File: config.mk
export PLATFORM = sky130hd
export DESIGN_NAME = sram_test_sequencer
export DESIGN_NICKNAME = d
export VERILOG_FILES = /design/src/rtl/sram_test_sequencer.sv
export SDC_FILE = /design/constraint.sdc
export NUM_CORES = 1
export LEC_CHECK = 0
export BUFFER_PORTS_ARGS = -buffer_cell sky130_fd_sc_hd__buf_2
export CORE_MARGIN = 2
export CORE_UTILIZATION = 41
export CTS_CLUSTER_SIZE = 16
export DETAILED_ROUTE_END_ITERATION = 10
export GPL_ROUTABILITY_DRIVEN = 0
export GPL_TIMING_DRIVEN = 0
export PLACE_DENSITY = 0.65
export SLEW_MARGIN = 20
export SYNTH_ARGS = -nofsm -noshare
export SYNTH_HDL_FRONTEND = slang
export SYNTH_SLANG_ARGS = --single-unit
File: constraint.sdc
create_clock -name clk -period 5.2 [get_ports clk]
set_input_delay 0.78 -clock clk [delete_from_list [all_inputs] [get_ports clk]]
set_output_delay 0.78 -clock clk [all_outputs]
set_load 0.005 [all_outputs]
File: src/rtl/sram_test_sequencer.sv
// Sequences repeated enable windows to an SRAM read/write tester, tallies
// pass/fail per iteration and drives a status LED.
module sram_test_sequencer #(
  parameter int unsigned pCNT_WIDTH  = 32,
  parameter int unsigned pGAP_CYCLES = 4,
  parameter int unsigned pLED_DIV    = 24
) (
  input  logic                  clk,
  input  logic                  reset_n,
  input  logic                  I_start,
  input  logic                  I_abort,
  input  logic [pCNT_WIDTH-1:0] I_run_len,
  input  logic [7:0]            I_iterations,
  input  logic                  I_pass,
  input  logic                  I_fail,
  output logic                  O_active,
  output logic                  O_busy,
  output logic                  O_done,
  output logic                  O_aborted,
  output logic [7:0]            O_iter_count,
  output logic [7:0]            O_fail_count,
  output logic                  O_led
);

  localparam int unsigned lpGAP_W = $clog2(pGAP_CYCLES);
  localparam logic [lpGAP_W-1:0] lpGAP_LAST = lpGAP_W'(pGAP_CYCLES - 1);

  typedef enum logic [1:0] {
    IDLE,
    RUN,
    GAP,
    DONE
  } state_t;

  state_t                r_state;
  logic [pCNT_WIDTH-1:0] r_run_len;
  logic [pCNT_WIDTH-1:0] r_run_cnt;
  logic [lpGAP_W-1:0]    r_gap_cnt;
  logic [7:0]            r_iter_lat;
  logic                  r_fail_flag;
  logic [pLED_DIV-1:0]   r_led_cnt;

  logic [pCNT_WIDTH-1:0] w_run_reload;
  logic                  w_iter_fail;
  logic [7:0]            w_iter_next;
  logic [7:0]            w_fail_next;
  logic                  w_last_iter;

  // Run counter holds remaining cycles after the current one, so a zero length behaves as one.
  assign w_run_reload = (I_run_len == '0) ? '0 : I_run_len - pCNT_WIDTH'(1);
  assign w_iter_fail  = r_fail_flag | I_fail | ~I_pass;
  assign w_iter_next  = (O_iter_count == 8'hFF) ? O_iter_count : O_iter_count + 8'd1;
  assign w_fail_next  = (O_fail_count == 8'hFF) ? O_fail_count : O_fail_count + 8'd1;
  assign w_last_iter  = (r_iter_lat != 8'd0) && (O_iter_count == r_iter_lat);

  always_ff @(posedge clk or negedge reset_n) begin
    if (!reset_n) begin
      r_state      <= IDLE;
      r_run_len    <= '0;
      r_run_cnt    <= '0;
      r_gap_cnt    <= '0;
      r_iter_lat   <= '0;
      r_fail_flag  <= 1'b0;
      O_active     <= 1'b0;
      O_busy       <= 1'b0;
      O_done       <= 1'b0;
      O_aborted    <= 1'b0;
      O_iter_count <= '0;
      O_fail_count <= '0;
    end else begin
      case (r_state)
        IDLE, DONE: begin
          if (I_start && I_abort) begin
            r_state   <= IDLE;
            O_done    <= 1'b0;
            O_aborted <= 1'b1;
          end else if (I_start) begin
            r_state      <= RUN;
            r_run_len    <= w_run_reload;
            r_run_cnt    <= w_run_reload;
            r_iter_lat   <= I_iterations;
            r_fail_flag  <= 1'b0;
            O_iter_count <= '0;
            O_fail_count <= '0;
            O_done       <= 1'b0;
            O_aborted    <= 1'b0;
            O_active     <= 1'b1;
            O_busy       <= 1'b1;
          end
        end

        RUN: begin
          if (I_abort) begin
            r_state     <= IDLE;
            r_fail_flag <= 1'b0;
            O_active    <= 1'b0;
            O_busy      <= 1'b0;
            O_aborted   <= 1'b1;
          end else if (r_run_cnt == '0) begin
            O_iter_count <= w_iter_next;
            if (w_iter_fail) begin
              O_fail_count <= w_fail_next;
            end
            r_fail_flag <= 1'b0;
            r_gap_cnt   <= lpGAP_LAST;
            O_active    <= 1'b0;
            r_state     <= GAP;
          end else begin
            r_run_cnt <= r_run_cnt - pCNT_WIDTH'(1);
            if (I_fail) begin
              r_fail_flag <= 1'b1;
            end
          end
        end

        GAP: begin
          if (I_abort) begin
            r_state     <= IDLE;
            r_fail_flag <= 1'b0;
            O_active    <= 1'b0;
            O_busy      <= 1'b0;
            O_aborted   <= 1'b1;
          end else if (r_gap_cnt == '0) begin
            if (w_last_iter) begin
              r_state <= DONE;
              O_busy  <= 1'b0;
              O_done  <= 1'b1;
            end else begin
              r_state   <= RUN;
              r_run_cnt <= r_run_len;
              O_active  <= 1'b1;
            end
          end else begin
            r_gap_cnt <= r_gap_cnt - lpGAP_W'(1);
          end
        end

        default: begin
          r_state  <= IDLE;
          O_active <= 1'b0;
          O_busy   <= 1'b0;
        end
      endcase
    end
  end

  always_ff @(posedge clk or negedge reset_n) begin
    if (!reset_n) begin
      r_led_cnt <= '0;
      O_led     <= 1'b0;
    end else begin
      r_led_cnt <= r_led_cnt + pLED_DIV'(1);
      case (r_state)
        RUN, GAP: O_led <= r_led_cnt[pLED_DIV-1];
        DONE:     O_led <= (O_fail_count == 8'd0) ? 1'b1 : r_led_cnt[pLED_DIV-3];
        default:  O_led <= 1'b0;
      endcase
    end
  end

endmodule

### Yosys cells after proc, flatten, opt, wreduce, memory -nomap -nowiden

Index checks and enable logic that the tools add are counted.

* $add $sub $neg: 6
* shift operators: 0
* reduce and logical (&&, ||, !) cells: 24
* muxes and demuxes: 62
* multipliers: 0
* eq/ne operators: 28
* order comparisons: 0
* div/mod/pow operators: 0
* bitwise logic cells: 4

Operators with widths (number)
* $mux 32: 8
* $pmux 32 s3: 1
* $mux 8: 9
* $logic_not 32->1: 2
* $sub 32x1->32 const B: 2
* $pmux 8 s2: 2
* $ne 2x2->1 const B: 15
* $add 24x1->24 const B: 1
* $mux 1: 23
* $mux 2: 11
* $reduce_and 5->1: 4
* $add 8x1->8 const B: 2
* $eq 8x8->1 const B: 2
* $ne 3x3->1 const B: 5
* $reduce_and 7->1: 2
* $pmux 1 s3: 3
* $eq 8x8->1: 1
* $logic_not 8->1: 1
* $reduce_bool 8->1: 1
* $pmux 1 s2: 3
* $pmux 2 s3: 1
* $reduce_and 3->1: 2
* $reduce_and 6->1: 1
* $reduce_bool 2->1: 3
* 13 further kinds: 19

* memories kept: 0
* register bits: 122
* ROM bits: 0
* memory bits (writable): 0
* bits of input ports: 46
* output and inout bits: 21
* latch bits: 0

### Longest topological paths before layout

Gate-level depths: netlist of run 1.

* depth in word-level cells: 6
* depth in mapped cells: 10
* gate-level depth less buffers: 8

### Least setup slack after synthesis of run 1

No wires, ideal clock.

* path type: in2reg
* start: input I_run_len[16]
* end: register r_run_cnt[31]
* buffers on the path: 0
* cell stages on the path: 6
* setup time: 0.125 ns
* arrival time: 2.882 ns
* setup slack: 2.193 ns
* cell sequence: or4_4 > or4_4 > or4b_1 > mux2i_1 > a22oi_1 > mux2_2

* cells in the longest elaborated chain, start to end: 5
* elaborated cells on any way between the ends: 6

RTL lines
* start: declaration: RTL line 12 `input logic [pCNT_WIDTH-1:0] I_run_len,`
* $sub 32x1->32 / $logic_not 32->1 (equally long branches): RTL line 50 `assign w_run_reload = (I_run_len == '0) ? '0 : I_run_len - pCNT_WIDTH'(1);`
* $mux 32 (*): RTL line 50
* $mux 32 (*): RTL line 77 `end else if (I_start) begin`
* $mux 32 (*): RTL line 73 `if (I_start && I_abort) begin`
* $pmux 32 s3 (*): RTL line 71 `case (r_state)`
* end signal: assignment: RTL line 80 `r_run_cnt <= w_run_reload;`
* end signal: assignment: RTL line 109 `r_run_cnt <= r_run_cnt - pCNT_WIDTH'(1);`
* end signal: assignment: RTL line 130 `r_run_cnt <= r_run_len;`
* end: declaration: RTL line 37 `logic [pCNT_WIDTH-1:0] r_run_cnt;`

Every way passes the cells marked *; elsewhere a longest branch is shown, timed or not. The select of a mux whose other input is x is not followed.
A chain may end at the register's enable or synchronous reset.

### Worst setup path after layout of run 1

* start: register r_state[0]
* end: register r_run_len[1]

* cells in the longest elaborated chain, start to end: 3
* elaborated cells on any way between the ends: 4

RTL lines
* start: declaration: RTL line 35 `state_t r_state;`
* start signal: assignment: RTL line 58 `r_state <= IDLE;`
* start signal: assignment: RTL line 74 `r_state <= IDLE;`
* start signal: assignment: RTL line 78 `r_state <= RUN;`
* $eq 2x2->1 / $logic_not 2->1 (equally long branches): RTL line 71
* $reduce_or 2->1 (*): RTL line 71
* $reduce_and 3->1 (no source line) (*)
* end signal: assignment: RTL line 79 `r_run_len <= w_run_reload;`
* end: declaration: RTL line 36 `logic [pCNT_WIDTH-1:0] r_run_len;`

Every way passes the cells marked *; elsewhere a longest branch is shown, timed or not.

==> key figures, run 1 <==
Global routing
  – Vias in the first global route: 6744
  – Initial antenna violation count: 0
  – Total GRT Usage: 23.7%
  – Grt ovf: 0
  – Global-route wire length before repair: 36400 um
  – Largest net degree at the start of global routing: 68

Clock tree
  – Clock Tree Root: clkbuf_16
  – Hold Buf Count CTS: 0
  – Clock transition at path regs: 60 ps
  – Latest clock arrival within the worst-skew pair: 430 ps
  – Post-CTS setup buffer count: 0
  – Post_cts resized: 0
  – TritonCTS Buffers: 17
  – CTS tree: done
  – H-tree levels: 4
  – Max Root-Sink Buffers: 2
  – Clock sinks: 122

STA
  – Hold_ws: 262 ps
  – Hold Violations, Final: 0
  – Clock Skew: 11.6 ps
  – TNS Setup: 0 ps
  – Rel. slew slack: 35.9%
  – Final setup fails: 0
  – Worst setup margin: 1870 ps
  – RSZ-0062 raised after global routing: no
  – Min Clock Period, post-route: 3330 ps
  – Pins Over Slew Limit: 0
  – Least-Margin Pin Slew: 953 ps
  – Max Freq: 300 MHz
  – Final Cycle Share: 64.1%

Logic synthesis
  – Synth Warn #: 0
  – Mean post-synth cell area: 8.62 um2
  – Top FF cell, synth: dfrtp_1
  – Synth area leader: dfrtp_1
  – Ranking of synthesized cells by area: dfrtp_1 (41%), nand2_1 (7.6%), xor2_1 (4.2%)
  – Synth cell count leaders: nand2_1 (151), dfrtp_1 (122), nor2_1 (59)
  – Post-synth top area share: 41.0%
  – Synth unique cells: 65
  – Post-synth EDFFs: 0
  – Most common cell in the netlist: nand2_1
  – Syn Inst Count: 864
  – Post-Synthesis Net Count: 921
  – Async SR Flop Fraction: 100%
  – Mapped Area: 7450 um2
  – FF+latch count, synth: 122
  – Sequential share of the synthesized area: 41.0%

Critical path
  – Crit path max fanout: 10
  – Crit path required time: 5540 ps
  – Startpoint Class: register
  – Slowest CP cell: buf_1
  – CP max stage delay: 620 ps
  – Worst path arrival time: 3670 ps
  – Crit end category: register
  – Crit path cell chain: inv_1 > ha_1 > clkbuf_1 > clkinv_1 > nand2_1 > clkbuf_1 > buf_1 > nand2_1 > o31ai_1
  – Critical path class: register to register

Die
  – Die W: 139 um
  – FP Rows: 49
  – Die Ht: 139 um
  – Die ar.: 19300 um2
  – Top Ports: 67
  – Initial Util: 41.6%
  – Core area: 17900 um2

Cells and area
  – Sequential Area: 3050 um2
  – # diodes: 0
  – FILL cells: 1737
  – Final non-filler cell total: 1190
  – Layout cells sized above 1: 13.2%
  – Fin util: 48.5%
  – Multi-input logic area: 4090 um2
  – Syn-to-layout area delta: 16.6%
  – Fin nets: 1005

Power
  – PD cells: 567 nW/um2
  – Peak VDD IR: 0.000256 V
  – LEAKAGE: 3.80 nW

Detailed routing
  – Routed length per instance: 18.9 um
  – Initial DRC Count: 625
  – DRT Pass-1 Iters: 6
  – Total number of vias: 7032
  – Drt via density: 5.91
  – Number of remaining DRC errors: 0
  – Post-route antenna net violation count: 0
  – Total Routed Length: 22500 um

Place
  – Placed insts: 1158
  – Post-DP HPWL: 16100 um
  – Placement-stage worst setup slack: 1630 ps
  – Port-buffer cells: 64

Outcome
  – Run status: completed

Hold path
  – HP Class: primary input to asynchronous set/reset pin

Run
  – Max-cap violations: 0
-- logic make-up after synthesis --
| kind of cell | after synthesis | share of synthesized area, % |
|---|---|---|
| mux | 8 | 1.11 |
| compound gates | 182 | 16.8 |
| flops | 122 | 41.0 |
| xor+xnor | 70 | 8.33 |
| simple gates | 401 | 26.8 |
| buf+inv | 70 | 4.05 |
| fa+ha+maj | 11 | 1.85 |
-- layout make-up --
type	instances	share of cell area [%]
buffer	49	2.56
timing repair buffer	65	4.12
sequential	122	35.1
clock buffer	18	4.94
multi-input combinational	672	47.1
inverter	21	0.908
clock inverter	14	1.89
tap	229	3.30
-- registers in the layout, summed over array words and instances (netlist names) --
name          cells
O_done            1
O_led             1
O_busy            1
O_iter_count      8
O_fail_count      8
O_active          1
r_fail_flag       1
O_aborted         1
r_iter_lat        8
r_led_cnt        24
r_state           2
r_run_len        32
r_gap_cnt         2
r_run_cnt        32
-- routing by layer --
layer  GRT usage [%]  vias to the layer above  share of wire (%)
met1            32.1                     3372                 45
met3            7.11                       48                8.4
li1                -                     3321                  -
met5               0                        -                  0
met4            8.61                        0                2.7
met2            36.2                      291                 44
-- layout by cell type, fill, tap and decap left out, types with 10 or more instances in the layout --
| cell | instances |
|---|---|
| or4_1 | 11 |
| nand3_1 | 40 |
| a31oi_1 | 10 |
| nor3_1 | 31 |
| a21oi_1 | 26 |
| clkbuf_16 | 17 |
| nor4_1 | 26 |
| xor2_1 | 36 |
| and3_1 | 14 |
| o31ai_1 | 21 |
| or3_1 | 11 |
| nor2_1 | 59 |
| inv_1 | 20 |
| o21ai_0 | 42 |
| buf_2 | 70 |
| clkbuf_1 | 31 |
| nand2_1 | 151 |
| a221oi_1 | 19 |
| xnor2_1 | 33 |
| dfrtp_1 | 122 |
| nand4_1 | 15 |
| ha_1 | 11 |
-- through the flow --
| stage | instance area [um2] | total power [W] |
|---|---|---|
| global placement | 8060 | 0.00362 |
| floorplan | 7450 | 0.00294 |
| global route | 8690 | 0.00521 |
| finish | 8690 | 0.00492 |
| detailed placement | 8090 | 0.00366 |
| CTS | 8690 | 0.00487 |
-- critical path, delay by kind of cell (launching register included) --
family                   cells  cell delay, ps
AO/OA/AOI/OAI                1              90
adder cells (fa/ha/maj)      1             300
buffers and inverters        5            2100
flip-flops                   1             400
AND/OR/NAND/NOR              2             360
-- report_power, final --
group          leakage [nW]  switching [W]  internal [W]
registers              1.55       0.000300       0.00128
clock network         0.280       0.000482      0.000717
logic                  1.97        0.00140      0.000749
total                  3.80        0.00218       0.00274
-- final timing paths --
check,from,to,slack [ps],cells after the start
worst min register to register,r_led_cnt[13]$_DFF_PN0_,r_led_cnt[13]$_DFF_PN0_,470,1
worst max register to register,r_state[0]$_DFFE_PN0P_,r_run_len[1]$_DFFE_PN0P_,1870,9
worst max-delay path,r_state[0]$_DFFE_PN0P_,r_run_len[1]$_DFFE_PN0P_,1870,9
min in group clk,r_led_cnt[13]$_DFF_PN0_,r_led_cnt[13]$_DFF_PN0_,470,1
worst min-delay path,reset_n,r_run_len[30]$_DFFE_PN0P_,260,1
max in group asynchronous,reset_n,O_fail_count[4]$_DFFE_PN0P_,4270,2
Power figures use the tool's default switching activity.
==> run 2: changes to the inputs <==
==> constraint.sdc (replaced) <==
create_clock -name clk -period 3.4 [get_ports clk]
set_input_delay 0.51 -clock clk [delete_from_list [all_inputs] [get_ports clk]]
set_output_delay 0.51 -clock clk [all_outputs]
set_load 0.005 [all_outputs]
==> key figures, run 2 (synthesis gave the netlist of run 1 again) <==
Clock tree
  – Latest clock arrival within the worst-skew pair: 430 ps (about the same)
  – CTS tree: done
  – Clock transition at path regs: 60 ps (about the same)
  – Clock sinks: 122 (unchanged)
  – Hold Buf Count CTS: 0 (unchanged)
  – Clock Tree Root: clkbuf_16
  – Max Root-Sink Buffers: 2 (unchanged)
  – Post-CTS setup buffer count: 0 (unchanged)
  – TritonCTS Buffers: 17 (unchanged)
  – H-tree levels: 4 (unchanged)

STA
  – Least-Margin Pin Slew: 953 ps (-0.575 ps)
  – Clock Skew: 11.5 ps (-0.0700 ps)
  – Rel. slew slack: 35.9% (+0.039 points)
  – Max Freq: 316 MHz (+5.3%)
  – Final Cycle Share: 93.1% (+29 points)
  – TNS Setup: 0 ps (unchanged)
  – Hold_ws: -7.63 ps (-269 ps)
  – RSZ-0062 raised after global routing: no
  – Final setup fails: 0 (unchanged)
  – Min Clock Period, post-route: 3170 ps (-167 ps)
  – Hold Violations, Final: 2 (+2)
  – Pins Over Slew Limit: 0 (unchanged)

Cells and area
  – Syn-to-layout area delta: 16.7% (about the same)
  – Biggest regs: r_run_cnt: 32 flops, r_run_len: 32 flops, r_led_cnt: 24 flops
  – Fin util: 48.5% (about the same)
  – Layout cells sized above 1: 13.5% (+0.31 points)
  – Most frequent cells in the layout: nand2_1 (151), dfrtp_1 (122), buf_2 (70)
  – Final instance area: 8690 um2 (about the same)
  – Commonest non-fill, non-tap cell in the layout: nand2_1
  – FILL cells: 1737 (unchanged)
  – # diodes: 0 (unchanged)
  – Fin nets: 1005 (unchanged)

Critical path
  – Most used cell, CP: clkbuf_1
  – Crit path cell chain: inv_1 > ha_1 > clkbuf_1 > clkbuf_1 > buf_1 > o211ai_1 > a22o_1
  – Crit end category: register
  – Crit path max fanout: 10 (unchanged)
  – Slowest CP cell: clkbuf_1
  – Critical path class: register to register
  – Crit path required time: 3710 ps (-1830 ps)
  – Startpoint Class: register
  – Worst path arrival time: 3480 ps (-190 ps)
  – CP max stage delay: 730 ps (+110 ps)

Global routing
  – Grt ovf: 0 (unchanged)
  – Vias in the first global route: 6744 (unchanged)
  – Met2 usage: 36.2% (unchanged)
  – GR Util met3: 7.11% (unchanged)
  – Top Usage Layer GRT: met2
  – Total GRT Usage: 23.7% (unchanged)
  – Global-route wire length before repair: 36400 um (unchanged)
  – GRT met1 Usage: 32.1% (unchanged)
  – Largest net degree at the start of global routing: 68 (unchanged)
  – Initial antenna violation count: 0 (unchanged)

Die
  – Top Ports: 67 (unchanged)
  – Initial Util: 41.6% (unchanged)
  – Die Ht: 139 um (unchanged)
  – Die ar.: 19300 um2 (unchanged)
  – Core area: 17900 um2 (unchanged)
  – FP Rows: 49 (unchanged)
  – Die W: 139 um (unchanged)

Outcome
  – Run status: finished, violations left
  – Violated checks: negative hold slack

Hold path
  – HP Class: primary input to asynchronous set/reset pin

Place
  – Post-DP HPWL: 16100 um (unchanged)
  – Port-buffer cells: 64 (unchanged)
  – Post-DP Area: 8090 um2 (unchanged)

Detailed routing
  – Number of remaining DRC errors: 0 (unchanged)
  – Total Routed Length: 22500 um (about the same)
  – Initial DRC Count: 640 (+2.4%)
  – Routed length per instance: 18.9 um (about the same)
  – Post-route antenna net violation count: 0 (unchanged)
  – DRT Pass-1 Iters: 6 (unchanged)
  – Total number of vias: 7067 (+0.50%)
  – Drt via density: 5.94 (+0.50%)

Power
  – Peak VDD IR: 0.000392 V (+53%)
  – PD cells: 866 nW/um2 (+53%)
  – LEAKAGE: 3.81 nW (+0.21%)

Run
  – Max-cap violations: 0 (unchanged)
## run 2: changes by cell type in the layout (fill, tap and decap cells not counted), sizes merged
cell    before  now
clkbuf      48   51
buf         84   81
## run 2: routing by layer
layer / up-vias / part of all wire [%]
met5: - / 0
met4: 0 / 2.7
met3: 56 / 7.9
met2: 305 / 44
met1: 3385 / 45
li1: 3321 / -
## run 2: final cells by class
class                           instances  area (um2)  share of cell area (%)
Sequential cell                       122        3050                    35.1
Tap cell                              229         287                    3.30
Timing Repair Buffer                   65         358                    4.12
Buffer                                 49         226                    2.61
Multi-Input combinational cell        672        4090                    47.1
Clock inverter                         14         164                    1.89
Inverter                               21        78.8                   0.907
Clock buffer                           18         429                    4.94
## run 2: metrics by stage
| step | setup WS (ps) | std cells | total power, W |
|---|---|---|---|
| 2_1_floorplan | 663 | 864 | 0.00450 |
| 3_3_place_gp | 132 | 1157 | 0.00554 |
| 3_5_place_dp | 83.4 | 1158 | 0.00560 |
| 4_1_cts | 99.8 | 1190 | 0.00745 |
| 5_1_grt | 73.6 | 1190 | 0.00798 |
| 6_report | 235 | 1190 | 0.00753 |
## run 2: final timing paths
| path | start | to | slack (ps) | cells past startpoint |
|---|---|---|---|---|
| max | r_state[0]$_DFFE_PN0P_ | r_run_cnt[10]$_DFFE_PN0P_ | 230 | 7 |
| max in group asynchronous | reset_n | O_fail_count[4]$_DFFE_PN0P_ | 2740 | 2 |
| min reg2reg | r_led_cnt[13]$_DFF_PN0_ | r_led_cnt[13]$_DFF_PN0_ | 470 | 1 |
| min in group clk | I_iterations[1] | r_iter_lat[1]$_DFFE_PN0P_ | 280 | 3 |
| min | reset_n | r_run_len[30]$_DFFE_PN0P_ | -8 | 1 |
| max reg2reg | r_state[0]$_DFFE_PN0P_ | r_run_cnt[10]$_DFFE_PN0P_ | 230 | 7 |
## run 2: critical path: cells and delay by family (launching register included)
kind / cells / cell delay (ps)
adder cells (fa/ha/maj): 1 / 300
AO/OA/AOI/OAI: 2 / 410
buffers and inverters: 4 / 1930
flip-flops: 1 / 400
## run 2: timing repair
item                       CTS  global route
setup endpoints to repair    0            29
resized for setup            0             3
hold endpoints to repair     0             0
## run 2: where the power goes
part	switching, W	internal, W	total, W	leakage (nW)
Sequential	0.000459	0.00196	0.00241	1.55
Clock	0.000733	0.00110	0.00183	0.280
Combinational	0.00214	0.00115	0.00328	1.98
Total	0.00333	0.00420	0.00753	3.81
